--- config.mk ---
export PLATFORM = sky130hd
export DESIGN_NAME = sccb_init_sequencer
export DESIGN_NICKNAME = d
export VERILOG_FILES = /design/src/rtl/sccb_init_sequencer.sv
export SDC_FILE = /design/constraint.sdc
export NUM_CORES = 1
export LEC_CHECK = 0
export ABC_AREA = 1
export CAP_MARGIN = 20
export CORE_UTILIZATION = 45
export DETAILED_ROUTE_END_ITERATION = 8
export PLACE_DENSITY = 0.69
export SYNTH_ARGS = -nofsm -noshare
export SYNTH_HDL_FRONTEND = slang
export SYNTH_SLANG_ARGS = --single-unit
--- constraint.sdc ---
create_clock -name PCLK -period 5.4 [get_ports PCLK]
set_input_delay 0.81 -clock PCLK [delete_from_list [all_inputs] [get_ports PCLK]]
set_output_delay 0.81 -clock PCLK [all_outputs]
set_load 0.005 [all_outputs]
--- src/rtl/sccb_init_sequencer.sv ---
// Camera bring-up sequencer: drives power-down/reset pins, waits out power-up,
// then replays a register table through the SCCB master with delay/end markers and NACK retry.
module sccb_init_sequencer #(
  parameter int         CLKS_PER_MS = 25000,
  parameter int         ROM_AW      = 8,
  parameter logic [7:0] DEV_ADDR    = 8'h42,
  parameter int         RST_MS      = 2,
  parameter int         PWRUP_MS    = 10,
  parameter int         MAX_RETRY   = 3
) (
  input  logic              PCLK,
  input  logic              PRESET,
  input  logic              start,
  output logic [ROM_AW-1:0] rom_addr,
  input  logic [15:0]       rom_data,
  output logic              cmd_valid,
  input  logic              cmd_ready,
  output logic [7:0]        cmd_id,
  output logic [7:0]        cmd_reg,
  output logic [7:0]        cmd_val,
  input  logic              xfer_done,
  input  logic              xfer_nack,
  output logic              cam_rst_n,
  output logic              cam_pwdn,
  output logic              busy,
  output logic              init_done,
  output logic              init_err,
  output logic [ROM_AW-1:0] err_index
);

  localparam int                CW        = $clog2(CLKS_PER_MS);
  localparam int                RW        = $clog2(MAX_RETRY + 2);
  localparam logic [ROM_AW-1:0] LAST_ADDR = '1;

  typedef enum logic [3:0] {
    S_IDLE, S_HWRST, S_PWRUP, S_FETCH, S_DECODE,
    S_DELAY, S_ISSUE, S_WAIT, S_DONE, S_ERROR
  } state_t;

  state_t            r_state, w_state_nxt;
  logic [CW-1:0]     r_cyc, w_cyc_nxt;
  logic [7:0]        r_ms, w_ms_nxt;
  logic [7:0]        r_dly_ms, w_dly_ms_nxt;
  logic [RW-1:0]     r_retry, w_retry_nxt;
  logic [ROM_AW-1:0] r_rom_addr, w_rom_addr_nxt;
  logic [ROM_AW-1:0] r_err_index, w_err_index_nxt;
  logic [7:0]        r_cmd_reg, w_cmd_reg_nxt;
  logic [7:0]        r_cmd_val, w_cmd_val_nxt;
  logic              r_cmd_valid, w_cmd_valid_nxt;
  logic              r_cam_rst_n, w_cam_rst_n_nxt;
  logic              r_cam_pwdn, w_cam_pwdn_nxt;
  logic              r_init_done, w_init_done_nxt;
  logic              r_init_err, w_init_err_nxt;

  logic       w_tick;
  logic [8:0] w_ms_inc;
  logic       w_timed;
  logic       w_adv;

  // One ms tick per wrap of the cycle counter; w_ms_inc is the ms count after this tick.
  assign w_tick   = (r_cyc == CW'(CLKS_PER_MS - 1));
  assign w_ms_inc = {1'b0, r_ms} + 9'd1;
  assign w_timed  = (r_state == S_HWRST) || (r_state == S_PWRUP) || (r_state == S_DELAY);

  always_comb begin
    // NOTE: every next-state value gets a hold default first, so no latch is inferred.
    w_state_nxt      = r_state;
    w_cyc_nxt        = w_timed ? (w_tick ? '0 : r_cyc + CW'(1)) : '0;
    w_ms_nxt         = (w_timed && w_tick) ? r_ms + 8'd1 : r_ms;
    w_dly_ms_nxt     = r_dly_ms;
    w_retry_nxt      = r_retry;
    w_rom_addr_nxt   = r_rom_addr;
    w_err_index_nxt  = r_err_index;
    w_cmd_reg_nxt    = r_cmd_reg;
    w_cmd_val_nxt    = r_cmd_val;
    w_cmd_valid_nxt  = r_cmd_valid;
    w_cam_rst_n_nxt  = r_cam_rst_n;
    w_cam_pwdn_nxt   = r_cam_pwdn;
    w_init_done_nxt  = r_init_done;
    w_init_err_nxt   = r_init_err;
    w_adv            = 1'b0;

    case (r_state)
      S_IDLE, S_DONE, S_ERROR: begin
        if (start) begin
          w_state_nxt     = S_HWRST;
          w_init_done_nxt = 1'b0;
          w_init_err_nxt  = 1'b0;
          w_err_index_nxt = '0;
          w_rom_addr_nxt  = '0;
          w_cam_pwdn_nxt  = 1'b0;
          w_cam_rst_n_nxt = 1'b0;
        end
      end
      S_HWRST: begin
        if (w_tick && (w_ms_inc == 9'(RST_MS))) begin
          w_state_nxt     = S_PWRUP;
          w_cam_rst_n_nxt = 1'b1;
        end
      end
      S_PWRUP: begin
        if (w_tick && (w_ms_inc == 9'(PWRUP_MS))) w_state_nxt = S_FETCH;
      end
      S_FETCH: w_state_nxt = S_DECODE;
      S_DECODE: begin
        if (rom_data == 16'hFFFF) begin
          w_state_nxt     = S_DONE;
          w_init_done_nxt = 1'b1;
        end else if (rom_data[15:8] == 8'hF0) begin
          w_state_nxt  = S_DELAY;
          w_dly_ms_nxt = rom_data[7:0];
        end else begin
          w_state_nxt     = S_ISSUE;
          w_cmd_reg_nxt   = rom_data[15:8];
          w_cmd_val_nxt   = rom_data[7:0];
          w_retry_nxt     = '0;
          w_cmd_valid_nxt = 1'b1;
        end
      end
      S_DELAY: begin
        w_adv = (r_dly_ms == 8'd0) || (w_tick && (w_ms_inc == {1'b0, r_dly_ms}));
      end
      S_ISSUE: begin
        if (cmd_ready) begin
          w_state_nxt     = S_WAIT;
          w_cmd_valid_nxt = 1'b0;
        end
      end
      S_WAIT: begin
        if (xfer_done) begin
          if (!xfer_nack) begin
            w_adv = 1'b1;
          end else if (r_retry != RW'(MAX_RETRY)) begin
            w_state_nxt     = S_ISSUE;
            w_retry_nxt     = r_retry + RW'(1);
            w_cmd_valid_nxt = 1'b1;
          end else begin
            w_state_nxt     = S_ERROR;
            w_init_err_nxt  = 1'b1;
            w_err_index_nxt = r_rom_addr;
          end
        end
      end
      default: w_state_nxt = S_IDLE;
    endcase

    // Finishing the last table slot without an end marker is an error, never a wrap to 0.
    if (w_adv) begin
      if (r_rom_addr == LAST_ADDR) begin
        w_state_nxt     = S_ERROR;
        w_init_err_nxt  = 1'b1;
        w_err_index_nxt = r_rom_addr;
      end else begin
        w_state_nxt    = S_FETCH;
        w_rom_addr_nxt = r_rom_addr + ROM_AW'(1);
      end
    end

    if (w_state_nxt != r_state) begin
      w_cyc_nxt = '0;
      w_ms_nxt  = '0;
    end
  end

  // NOTE: all state updates are non-blocking so every register samples pre-edge values.
  always_ff @(posedge PCLK or posedge PRESET) begin
    if (PRESET) begin
      r_state     <= S_IDLE;
      r_cyc       <= '0;
      r_ms        <= '0;
      r_dly_ms    <= '0;
      r_retry     <= '0;
      r_rom_addr  <= '0;
      r_err_index <= '0;
      r_cmd_reg   <= '0;
      r_cmd_val   <= '0;
      r_cmd_valid <= 1'b0;
      r_cam_rst_n <= 1'b0;
      r_cam_pwdn  <= 1'b1;
      r_init_done <= 1'b0;
      r_init_err  <= 1'b0;
    end else begin
      r_state     <= w_state_nxt;
      r_cyc       <= w_cyc_nxt;
      r_ms        <= w_ms_nxt;
      r_dly_ms    <= w_dly_ms_nxt;
      r_retry     <= w_retry_nxt;
      r_rom_addr  <= w_rom_addr_nxt;
      r_err_index <= w_err_index_nxt;
      r_cmd_reg   <= w_cmd_reg_nxt;
      r_cmd_val   <= w_cmd_val_nxt;
      r_cmd_valid <= w_cmd_valid_nxt;
      r_cam_rst_n <= w_cam_rst_n_nxt;
      r_cam_pwdn  <= w_cam_pwdn_nxt;
      r_init_done <= w_init_done_nxt;
      r_init_err  <= w_init_err_nxt;
    end
  end

  assign rom_addr  = r_rom_addr;
  assign cmd_valid = r_cmd_valid;
  assign cmd_id    = DEV_ADDR;
  assign cmd_reg   = r_cmd_reg;
  assign cmd_val   = r_cmd_val;
  assign cam_rst_n = r_cam_rst_n;
  assign cam_pwdn  = r_cam_pwdn;
  assign busy      = (r_state != S_IDLE) && (r_state != S_DONE) && (r_state != S_ERROR);
  assign init_done = r_init_done;
  assign init_err  = r_init_err;
  assign err_index = r_err_index;

endmodule
## Word level (Yosys, flattened, before mapping)

Cells that the tools add are included.

| word-level totals | value |
|---|---|
| output and inout port bits | 46 |
| bits in read-only memories | 0 |
| latch bits | 0 |
| memories | 0 |
| memory bits (writable) | 0 |
| register bits after elaboration | 75 |
| word-level logic and storage cells | 131 |

| cells by class | value |
|---|---|
| shift-type cells | 0 |
| muxes and demuxes | 56 |
| $mul | 0 |
| div/mod/pow operators | 0 |
| bitwise gates (word level) | 2 |
| add/subtract/negate cells | 5 |
| equal/unequal tests | 29 |
| order comparisons | 0 |
| reduce and logical (&&, ||, !) cells | 25 |

Operators by type and width:

| kind | number |
|---|---|
| $mux 8 | 12 |
| $mux 15 | 3 |
| $mux 4 | 10 |
| $pmux 4 s8 | 1 |
| $mux 1 | 17 |
| $add 8x1->8 const B | 2 |
| $eq 16x16->1 const B | 1 |
| $eq 4x3->1 const B | 4 |
| $eq 8x8->1 const B | 2 |
| $ne 2x2->1 const B | 8 |
| $pmux 8 s2 | 1 |
| $add 15x1->15 const B | 1 |
| $eq 15x15->1 const B | 1 |
| $mux 3 | 5 |
| $reduce_and 3->1 | 4 |
| $add 8x1->9 const B | 1 |
| $eq 9x2->1 const B | 1 |
| $eq 9x4->1 const B | 1 |
| $eq 9x8->1 | 1 |
| $eq 4x2->1 const B | 2 |
| $eq 4x4->1 const B | 2 |
| $logic_not 8->1 | 1 |
| $ne 4x4->1 const B | 2 |
| $pmux 1 s2 | 4 |
| 19 further kinds | 30 |

## Depth between registers and ports, before layout

Gate-level depths: netlist of the first run.

| depth | value |
|---|---|
| depth in word-level cells | 8 |
| depth in mapped cells | 20 |

## Least setup slack after synthesis of the first run

No wires, ideal clock.

| timing | value |
|---|---|
| kind | input to register |
| start | in rom_data[14] |
| end | reg r_cyc[10] |
| slack | 3.116 ns |
| buffers on the path | 1 |
| stages | 16 |
| library setup time | 0.116 ns |
| arrival time | 2.168 ns |
| cells stage by stage | nand4_1 nor2_1 nand2_1 nand2_1 inv_1 nand2_1 nand4_1 a21oi_1 nand2_1 nand2_1 nand2_1 inv_1 nor2_2 nand2_2 buf_6 nor2_2 |

| between the ends | value |
|---|---|
| word-level cells in the longest chain between the ends | 7 |
| elaborated cells on any way between the ends | 8 |

RTL lines:

| item | line | text |
|---|---|---|
| from (decl) | 15 | `input logic [15:0] rom_data,` |
| $eq 8x8->1 | 109 | `end else if (rom_data[15:8] == 8'hF0) begin` |
| $mux 2 | 109 |  |
| $mux 4 * | 106 | `if (rom_data == 16'hFFFF) begin` |
| $pmux 4 s8 * | 83 | `case (r_state)` |
| $mux 4 * | 148 | `if (w_adv) begin` |
| via w_state_nxt[0] | 40 | `state_t r_state, w_state_nxt;` |
| $ne 4x4->1 * | 159 | `if (w_state_nxt != r_state) begin` |
| $mux 15 * | 159 |  |
| via w_cyc_nxt[10] | 41 | `logic [CW-1:0] r_cyc, w_cyc_nxt;` |
| to (signal assigned) | 184 | `r_cyc <= w_cyc_nxt;` |
| to (decl) | 41 |  |

Mark *: on every way through the listed nets, which the timed path passes. The rest lies on a longest branch.
A chain may end at the register's enable or synchronous reset.

## Worst setup path in the final report of the first run

| timing | value |
|---|---|
| start | in rom_data[7] |
| end | reg r_cyc[11] |

| between the ends | value |
|---|---|
| word-level cells in the longest chain between the ends | 6 |

RTL lines:

| item | line |
|---|---|
| $eq 16x16->1 | 106 |
| $mux 4 | 106 |
| $pmux 4 s8 | 83 |
| $mux 4 | 148 |
| via w_state_nxt[0] | 40 |
| $ne 4x4->1 | 159 |
| $mux 15 | 159 |
| via w_cyc_nxt[11] | 41 |

The timed path passes the listed nets, and every way through them passes these cells.

==> impl_metrics.toml, run 1 <==
[clocking]
clk_pin_slew_worst_paths_ns = 0.08
numCtsBuffers = 9
clk_latency_ns = 0.35
h-tree-depth = 3
clkSinkCount = 75
postCtsHoldBufs = 0
cts_tree = "yes"
root_buffer = "clkbuf_8"
cts_resized = 0
cts_setup_buffers = 0
cts.path.max_buffers = 2

[critical_path]
cp_max_fo = 23
crit_start = "rom_data[7]"
critical_path.endpoint = "r_cyc[11]"
rr_worst_depth = 17
cp.arrival_ns = 3.31
required_ns = 5.61
crit_type = "in2reg"
end_kind = "register"
start_kind = "input pin"
regToRegSetupSlack_ns = 2.43
r2r_end = "r_cyc[11]"
r2r-start = "r_ms[0]"

[placement]
dp_hpwl_um = 6910
routabilityCongestion = 0.946
portBuffers = 59
placed_cells = 718

[floorplan]
start_util_pct = 47.5
core-area_um2 = 8890
rows = 34
die_w_um = 98.8
fp.dieH_um = 98.8
io_pins = 68
die-area_um2 = 9770

[cells_and_area]
fin_nets = 649
fill_cells = 802
multi_input_area_um2 = 1950
layout_common_cells = "nand2_1 (145), inv_1 (74), dfrtp_1 (74)"
largest_reg_flops = 15
top_register = "r_cyc"
area_delta_synth_final_pct = 20.4
seqCellArea_um2 = 1880
diodes = 0
final_common_cell = "nand2_1"
layout-drive-gt1-share_pct = 8.63
final_cell_count_no_fill = 734

[global_route]
grt_pass1_wl_um = 16200
grt_use_met3_pct = 3.76
grt_use_met1_pct = 28.4
grt_max_degree = 46
grt_pass1_vias = 3563
antenna_found_initial = 0
gr-usage-met2_pct = 32.4
gr-max-usage-layer = "met2"
overflow = 0
grt_usage_pct = 20.5

[synth]
synthCells = 562
yosysWarnings = 0
ys.flop_type = "dfrtp_1"
synth.avg_cell_area_um2 = 7.51
synth_seq_area_share_pct = 44.5
yosys.cell_types.count = 40
ys_ff_latch = 75
synthArstFlopShare_pct = 100
synth_edf_count = 0
netlist_area_um2 = 4220

[pwr]
p_sw_uw = 234
max-vdd-ir-drop_mv = 0.191
swShare_pct = 21.9
seq_power_share_pct = 52.4
leakage_nw = 2.48
internal_power_uw = 837
powerDensity_nw_per_um2 = 211
comb_power_share_pct = 3.2
p_clk_share_pct = 44.4

[detailed_routing]
vias = 3715
first_pass_iters = 5
via_per_inst = 5.06
post_drt_wl_per_cell_um = 12.6
initialDrtViolationCount = 124
wirelength_um = 9260
drc = 0
postRouteAntennaNets = 0

[sta]
tightest_slew_ns = 0.913
max_slew_margin_pct = 39.1
fin_crit_sh_pct = 57.4
setup_viol = 0
fmax_ghz = 0.322
slew_viol_final = 0
grt_setup_unrepaired = "false"
skew_ns = 0.00975
fin_crit_ns = 3.10
fin_setup_tns_ns = 0
finalHoldViolations = 0

[worst_hold_path]
hold_path.class = "reg2reg"
whs_path_depth = 2

[run]
max_cap_violations = 0

[outcome]
outcome = "complete, no violations"
through the flow:
stage	hold WS, ns	power (mW)	util, %	worst slack, ns	instance area, µm²
after global placement	0.445	0.607	54.7	2.02	4860
after global routing	0.491	1.11	57.1	1.99	5080
after floorplan	0.442	0.589	-	2.68	4240
after CTS	0.464	1.08	57.1	2.27	5080
after detailed placement	0.448	0.607	54.7	1.91	4860
final	0.460	1.07	57.1	2.30	5080
critical path: stages:
cell	delay, ns
clkdlybuf4s50_1	0.53
nand4_1	0.12
nor2_1	0.13
nand2_1	0.10
nand2_1	0.10
inv_1	0.06
nand2_1	0.34
nand4_1	0.14
a21oi_1	0.18
nand2_1	0.09
nand2_1	0.06
nand2_1	0.04
inv_1	0.06
nor2_2	0.04
nand2_2	0.42
nor2_1	0.08
synthesized netlist by cell type (2+ instances only):
library cell	number	area share [%]
conb_1	2	0.18
buf_6	2	0.53
xor2_1	8	1.7
nand2_1	145	13
mux2_2	4	1.1
nor2_1	63	5.6
ha_1	6	1.8
nand2_4	2	0.53
nor3_1	8	0.95
o21ai_0	37	4.4
nand2_2	4	0.59
clkbuf_1	7	0.62
nor2_2	16	2.4
nand3_2	2	0.47
a32o_1	6	1.4
inv_1	75	6.7
o211ai_1	3	0.53
dfrtp_1	74	44
a22oi_1	2	0.36
nand4_1	9	1.3
buf_4	8	1.4
nor4_1	3	0.44
nand3_1	48	5.7
a21oi_1	6	0.71
inv_2	5	0.44
o21ai_1	3	0.36
per-layer routing:
layer  wire length (µm)  part of all wire, %
met5                  0                    0
met4                161                  1.7
met3                403                  4.4
met2               4170                   45
met1               4520                   49
final cells by class:
cell class / instances / share of cell area, %
clock inverter: 6 / 1.77
tap: 108 / 2.66
inverter: 80 / 5.91
timing repair buffer: 60 / 11.8
sequential: 75 / 37.0
multi-input combinational: 395 / 38.4
clock buffer: 10 / 2.51
worst min-delay path by stage:
| stage | start | to | slack (ns) |
|---|---|---|---|
| 2_1_floorplan | cam_pwdn | cam_pwdn | 0.44 |
| 4_1_cts | cam_pwdn | cam_pwdn | 0.46 |
| 5_1_grt | cam_pwdn | cam_pwdn | 0.49 |
| 3_3_place_gp | cam_pwdn | cam_pwdn | 0.45 |
| 6_report | cam_pwdn | cam_pwdn | 0.46 |
| 3_5_place_dp | cam_pwdn | cam_pwdn | 0.45 |
power by group through the flow:
stage	sequential (mW)	clock (mW)	combinational (mW)
2_1_floorplan	0.572	0	0.0165
3_3_place_gp	0.572	0	0.0346
3_5_place_dp	0.572	0	0.0352
4_1_cts	0.561	0.485	0.0354
5_1_grt	0.561	0.509	0.0388
6_report	0.561	0.476	0.0341
logic make-up after synthesis:
| kind of cell | synth area share (%) |
|---|---|
| buffers and inverters | 9.82 |
| AO/OA/AOI/OAI | 8.66 |
| multiplexers | 1.30 |
| AND/OR/NAND/NOR | 31.9 |
| XOR/XNOR | 1.87 |
| flip-flops | 44.5 |
| adder cells (fa/ha/maj) | 1.78 |
| other | 0.178 |
No activity file was read; power rests on OpenSTA's default activity.
==> run 2: changes to the inputs <==
--- a/config.mk
+++ b/config.mk
@@ -9,7 +9,7 @@
 export CAP_MARGIN = 20
 export CORE_UTILIZATION = 45
 export DETAILED_ROUTE_END_ITERATION = 8
-export PLACE_DENSITY = 0.69
+export PLACE_DENSITY = 0.72
 export SYNTH_ARGS = -nofsm -noshare
 export SYNTH_HDL_FRONTEND = slang
 export SYNTH_SLANG_ARGS = --single-unit
==> constraint.sdc (replaced) <==
create_clock -name PCLK -period 2.8 [get_ports PCLK]
set_input_delay 0.42 -clock PCLK [delete_from_list [all_inputs] [get_ports PCLK]]
set_output_delay 0.42 -clock PCLK [all_outputs]
set_load 0.005 [all_outputs]
==> impl_metrics.toml, run 2 (synthesis results as in run 1) <==
[outcome]
outcome = "complete, no violations"

[cells_and_area]
layout_common_cells = "nand2_1 (145), inv_1 (74), dfrtp_1 (72)"
final_common_cell = "nand2_1"
fin_util_pct = 58.6
fin_area_um2 = 5210
fin_nets = 661
fill_cells = 783
diodes = 0
final_cell_count_no_fill = 745
largest_reg_flops = 15
area_delta_synth_final_pct = 23.5
top_register = "r_cyc"
layout-drive-gt1-share_pct = 10.5

[sta]
max_slew_margin_pct = 58.5
fmax_ghz = 0.385
skew_ns = 0.00922
tightest_slew_ns = 0.622
fin_setup_tns_ns = 0
fin_crit_ns = 2.60
finalHoldViolations = 0
setup_viol = 0
hold-worst-slack_ns = 0.454
fin_crit_sh_pct = 92.9
fin_ws_ns = 0.200
slew_viol_final = 0

[placement]
portBuffers = 59
pre_cts_ws_ns = 0.133
routabilityCongestion = 0.877
dp_hpwl_um = 7110
dpl_cell_area_um2 = 4940
placed_cells = 725

[run]
max_cap_violations = 0

[clocking]
cts.path.max_buffers = 2
root_buffer = "clkbuf_8"
clkSinkCount = 75
h-tree-depth = 3
clk_pin_slew_worst_paths_ns = 0.08
clk_latency_ns = 0.35
numCtsBuffers = 9
cts_tree = "yes"

[detailed_routing]
first_pass_iters = 4
postRouteAntennaNets = 0
initialDrtViolationCount = 156
via_per_inst = 5.11
wirelength_um = 9800
drc = 0
vias = 3810
post_drt_wl_per_cell_um = 13.2

[pwr]
finalPower_mw = 2.14
leakage_nw = 2.55
powerDensity_nw_per_um2 = 411
max-vdd-ir-drop_mv = 0.265

[floorplan]
die-area_um2 = 9770
die_w_um = 98.8
fp.dieH_um = 98.8
core-area_um2 = 8890
start_util_pct = 47.5
io_pins = 68
rows = 34

[global_route]
grt_pass1_wl_um = 16900
overflow = 0
antenna_found_initial = 0
grt_pass1_vias = 3794
grt_max_degree = 76
grt_usage_pct = 21.5

[critical_path]
start_kind = "register"
path_delay_family = "simple AND/OR/NAND/NOR gates"
regToRegSetupSlack_ns = 0.20
critical_path.endpoint = "r_ms[5]"
r2r_end = "r_ms[5]"
required_ns = 3.08
end_kind = "register"
crit_cells = 17
cp_slowest_stage_delay_ns = 0.46
cp.arrival_ns = 2.88
crit_start = "r_ms[0]"
path_buf_inv = 1
crit_type = "reg2reg"
r2r-start = "r_ms[0]"
critical_path.slowest_cell = "dfrtp_2"
crit_chain = "ha_1, xor2_1, nand2_1, nor2_1, nand2_1, nor2_1, nand3_1, nand2_1, nand2_2, nand2_4, nand2_4, nand3_1, nand2_1, nor2_1, nand2_2, buf_12, nor2_1"
cp_max_fo = 23
rr_worst_depth = 17

[worst_hold_path]
hold_path.class = "reg2reg"
worstHoldStart = "cam_pwdn"
run 2: worst min-delay path by stage:
| stage | to | depth (start not counted) |
|---|---|---|
| floorplan | cam_pwdn | 2 |
| global placement | cam_pwdn | 2 |
| detailed placement | cam_pwdn | 2 |
| CTS | cam_pwdn | 2 |
| global route | cam_pwdn | 2 |
| finish | cam_pwdn | 2 |
run 2: cell type report:
cell class	instances	area (µm²)	share of cell area [%]
clock inverters	5	103	1.97
multi-input cells	395	1950	37.4
flip-flops and latches	75	1880	36.1
repair buffers	72	713	13.7
well taps	108	135	2.59
inverters	80	300	5.77
clock buffers	10	128	2.45
run 2: what timing repair did:
item                                    4_1_cts  5_1_grt
hold buffers                                  0        0
buffers inserted                              0        5
hold endpoints to repair                      0        0
endpoints found under the setup margin        0       25
gates resized for setup                       0        2
run 2: power breakdown:
part / leakage, nW / internal (mW) / switching, mW / total [mW]
clock: 0.112 / 0.586 / 0.402 / 0.988
combinational: 1.43 / 0.0310 / 0.0374 / 0.0684
sequential: 1.01 / 1.08 / 0.000000201 / 1.08
total: 2.55 / 1.70 / 0.439 / 2.14
run 2: worst reg2reg max path: cells and delay by family (launching register included):
kind | cells | cell delay [ns]
simple gates | 14 | 1.36
flops | 1 | 0.46
fa+ha+maj | 1 | 0.34
xor+xnor | 1 | 0.22
buf+inv | 1 | 0.16
run 2: routing by layer:
layer / wire length [µm] / global-route usage, %
met5: 0 / 0
met4: 120 / 6.89
met3: 411 / 4.54
met2: 4780 / 35.4
met1: 4500 / 28.2
==> run 3: changes to the inputs <==
--- a/config.mk
+++ b/config.mk
@@ -7,6 +7,7 @@
 export LEC_CHECK = 0
 export ABC_AREA = 1
 export CAP_MARGIN = 20
+export CORE_ASPECT_RATIO = 1.5
 export CORE_UTILIZATION = 45
 export DETAILED_ROUTE_END_ITERATION = 8
 export PLACE_DENSITY = 0.72
==> impl_metrics.toml, run 3 (synthesis results as in run 1) <==
[sta]
skew_ns = 0.00674
fmax_ghz = 0.389
max_slew_margin_pct = 50.4
fin_crit_sh_pct = 91.9
slew_viol_final = 0
finalHoldViolations = 0
grt_setup_unrepaired = "false"
fin_setup_tns_ns = 0
tightest_slew_ns = 0.736
fin_crit_ns = 2.57
setup_viol = 0

[clocking]
clkSinkCount = 75
root_buffer = "clkbuf_16"
numCtsBuffers = 9
clk_pin_slew_worst_paths_ns = 0.06
postCtsHoldBufs = 0
cts.path.max_buffers = 2
cts_setup_buffers = 0
cts_tree = "yes"
h-tree-depth = 3
cts_resized = 0
clk_latency_ns = 0.33

[floorplan]
start_util_pct = 47.0
rows = 42
fp.dieH_um = 121
core-area_um2 = 8990
die_w_um = 81.1
io_pins = 68
die-area_um2 = 9780

[pwr]
swShare_pct = 20.5
max-vdd-ir-drop_mv = 0.356
comb_power_share_pct = 2.9
p_sw_uw = 470
seq_power_share_pct = 47.2
p_clk_share_pct = 49.9
leakage_nw = 2.57
internal_power_mw = 1.83
powerDensity_nw_per_um2 = 438

[critical_path]
critical_path.slowest_cell = "dfrtp_1"
cp_slowest_stage_delay_ns = 0.44
required_ns = 3.06
crit_type = "reg2reg"
regToRegSetupSlack_ns = 0.23
end_kind = "register"
crit_chain = "inv_1, ha_1, xor2_1, nand2_1, nor2_1, nand2_1, nor2_1, nand3_1, nand2_1, nand2_2, nand2_4, nand2_2, nand3_1, nand2_1, nor2_1, nand2_2, buf_12, nor2_1"
cp_max_fo = 23
cp.arrival_ns = 2.83
start_kind = "register"

[outcome]
outcome = "complete, no violations"

[cells_and_area]
diodes = 0
layout-drive-gt1-share_pct = 9.91
fill_cells = 810
final_common_cell = "nand2_1"
top_register = "r_cyc"
fin_nets = 659
layout_common_cells = "nand2_1 (145), inv_1 (74), dfrtp_1 (73)"
fin_util_pct = 58.3
largest_reg_flops = 15
area_delta_synth_final_pct = 24.3

[detailed_routing]
first_pass_iters = 5
via_per_inst = 5.16
drc = 0
post_drt_wl_per_cell_um = 13.6
vias = 3850
wirelength_um = 10200
postRouteAntennaNets = 0
initialDrtViolationCount = 207

[global_route]
grt_max_degree = 50
grt_pass1_wl_um = 17000
grt_pass1_vias = 3825
antenna_found_initial = 0
grt_usage_pct = 22.5
overflow = 0

[placement]
dp_hpwl_um = 7590
portBuffers = 59
routabilityCongestion = 0.950

[worst_hold_path]
hold_path.class = "reg2reg"

[run]
max_cap_violations = 0
-- run 3: final timing paths --
kind / depth (start not counted) / start / to
max: 18 / r_ms[1] / r_cyc[11]
min: 2 / cam_pwdn / cam_pwdn
max reg2reg: 18 / r_ms[1] / r_cyc[11]
min reg2reg: 2 / cam_pwdn / cam_pwdn
max in group asynchronous: 3 / PRESET / r_ms[0]
min in group asynchronous: 3 / PRESET / cmd_reg[6]
-- run 3: cell type report --
cell class	instances	area, µm²	area share (%)
multi-input combinational	395	1950	37.2
clock inverter	3	40.0	0.764
tap	110	138	2.63
timing repair buffer	70	686	13.1
sequential	75	1880	35.8
inverter	80	300	5.73
clock buffer	13	250	4.77
-- run 3: critical path: cells and delay by family, from the launching register on --
family,cells,cell delay [ns]
xor gates and xnor gates,1,0.14
adders and majority gates,1,0.31
buffers and inverters,2,0.25
DFF,1,0.44
and+or+nand+nor,14,1.34
-- run 3: per-layer routing --
metal	wire length [µm]	up-vias	GRT usage, %
li1	-	1917	-
met1	4120	1827	25.4
met2	5360	83	39.8
met3	361	23	5.06
met4	318	0	9.04
met5	0	-	0
-- run 3: stage by stage --
step	cell area (µm²)	power, mW	hold slack [ns]	instances	setup slack, ns
after floorplan	4240	1.14	0.442	568	0.472
after global placement	4950	1.17	0.439	730	0.189
after detailed placement	4950	1.17	0.441	730	0.159
after CTS	5240	2.31	0.453	746	0.194
after global routing	5240	2.37	0.460	746	0.00455
final	5240	2.30	0.450	746	0.227
-- run 3: power groups by stage --
stage	Combinational (mW)	Clock (mW)	Sequential, mW
floorplan	0.0318	0	1.10
global placement	0.0680	0	1.10
detailed placement	0.0686	0	1.10
CTS	0.0689	1.16	1.08
global route	0.0761	1.21	1.08
finish	0.0669	1.15	1.08
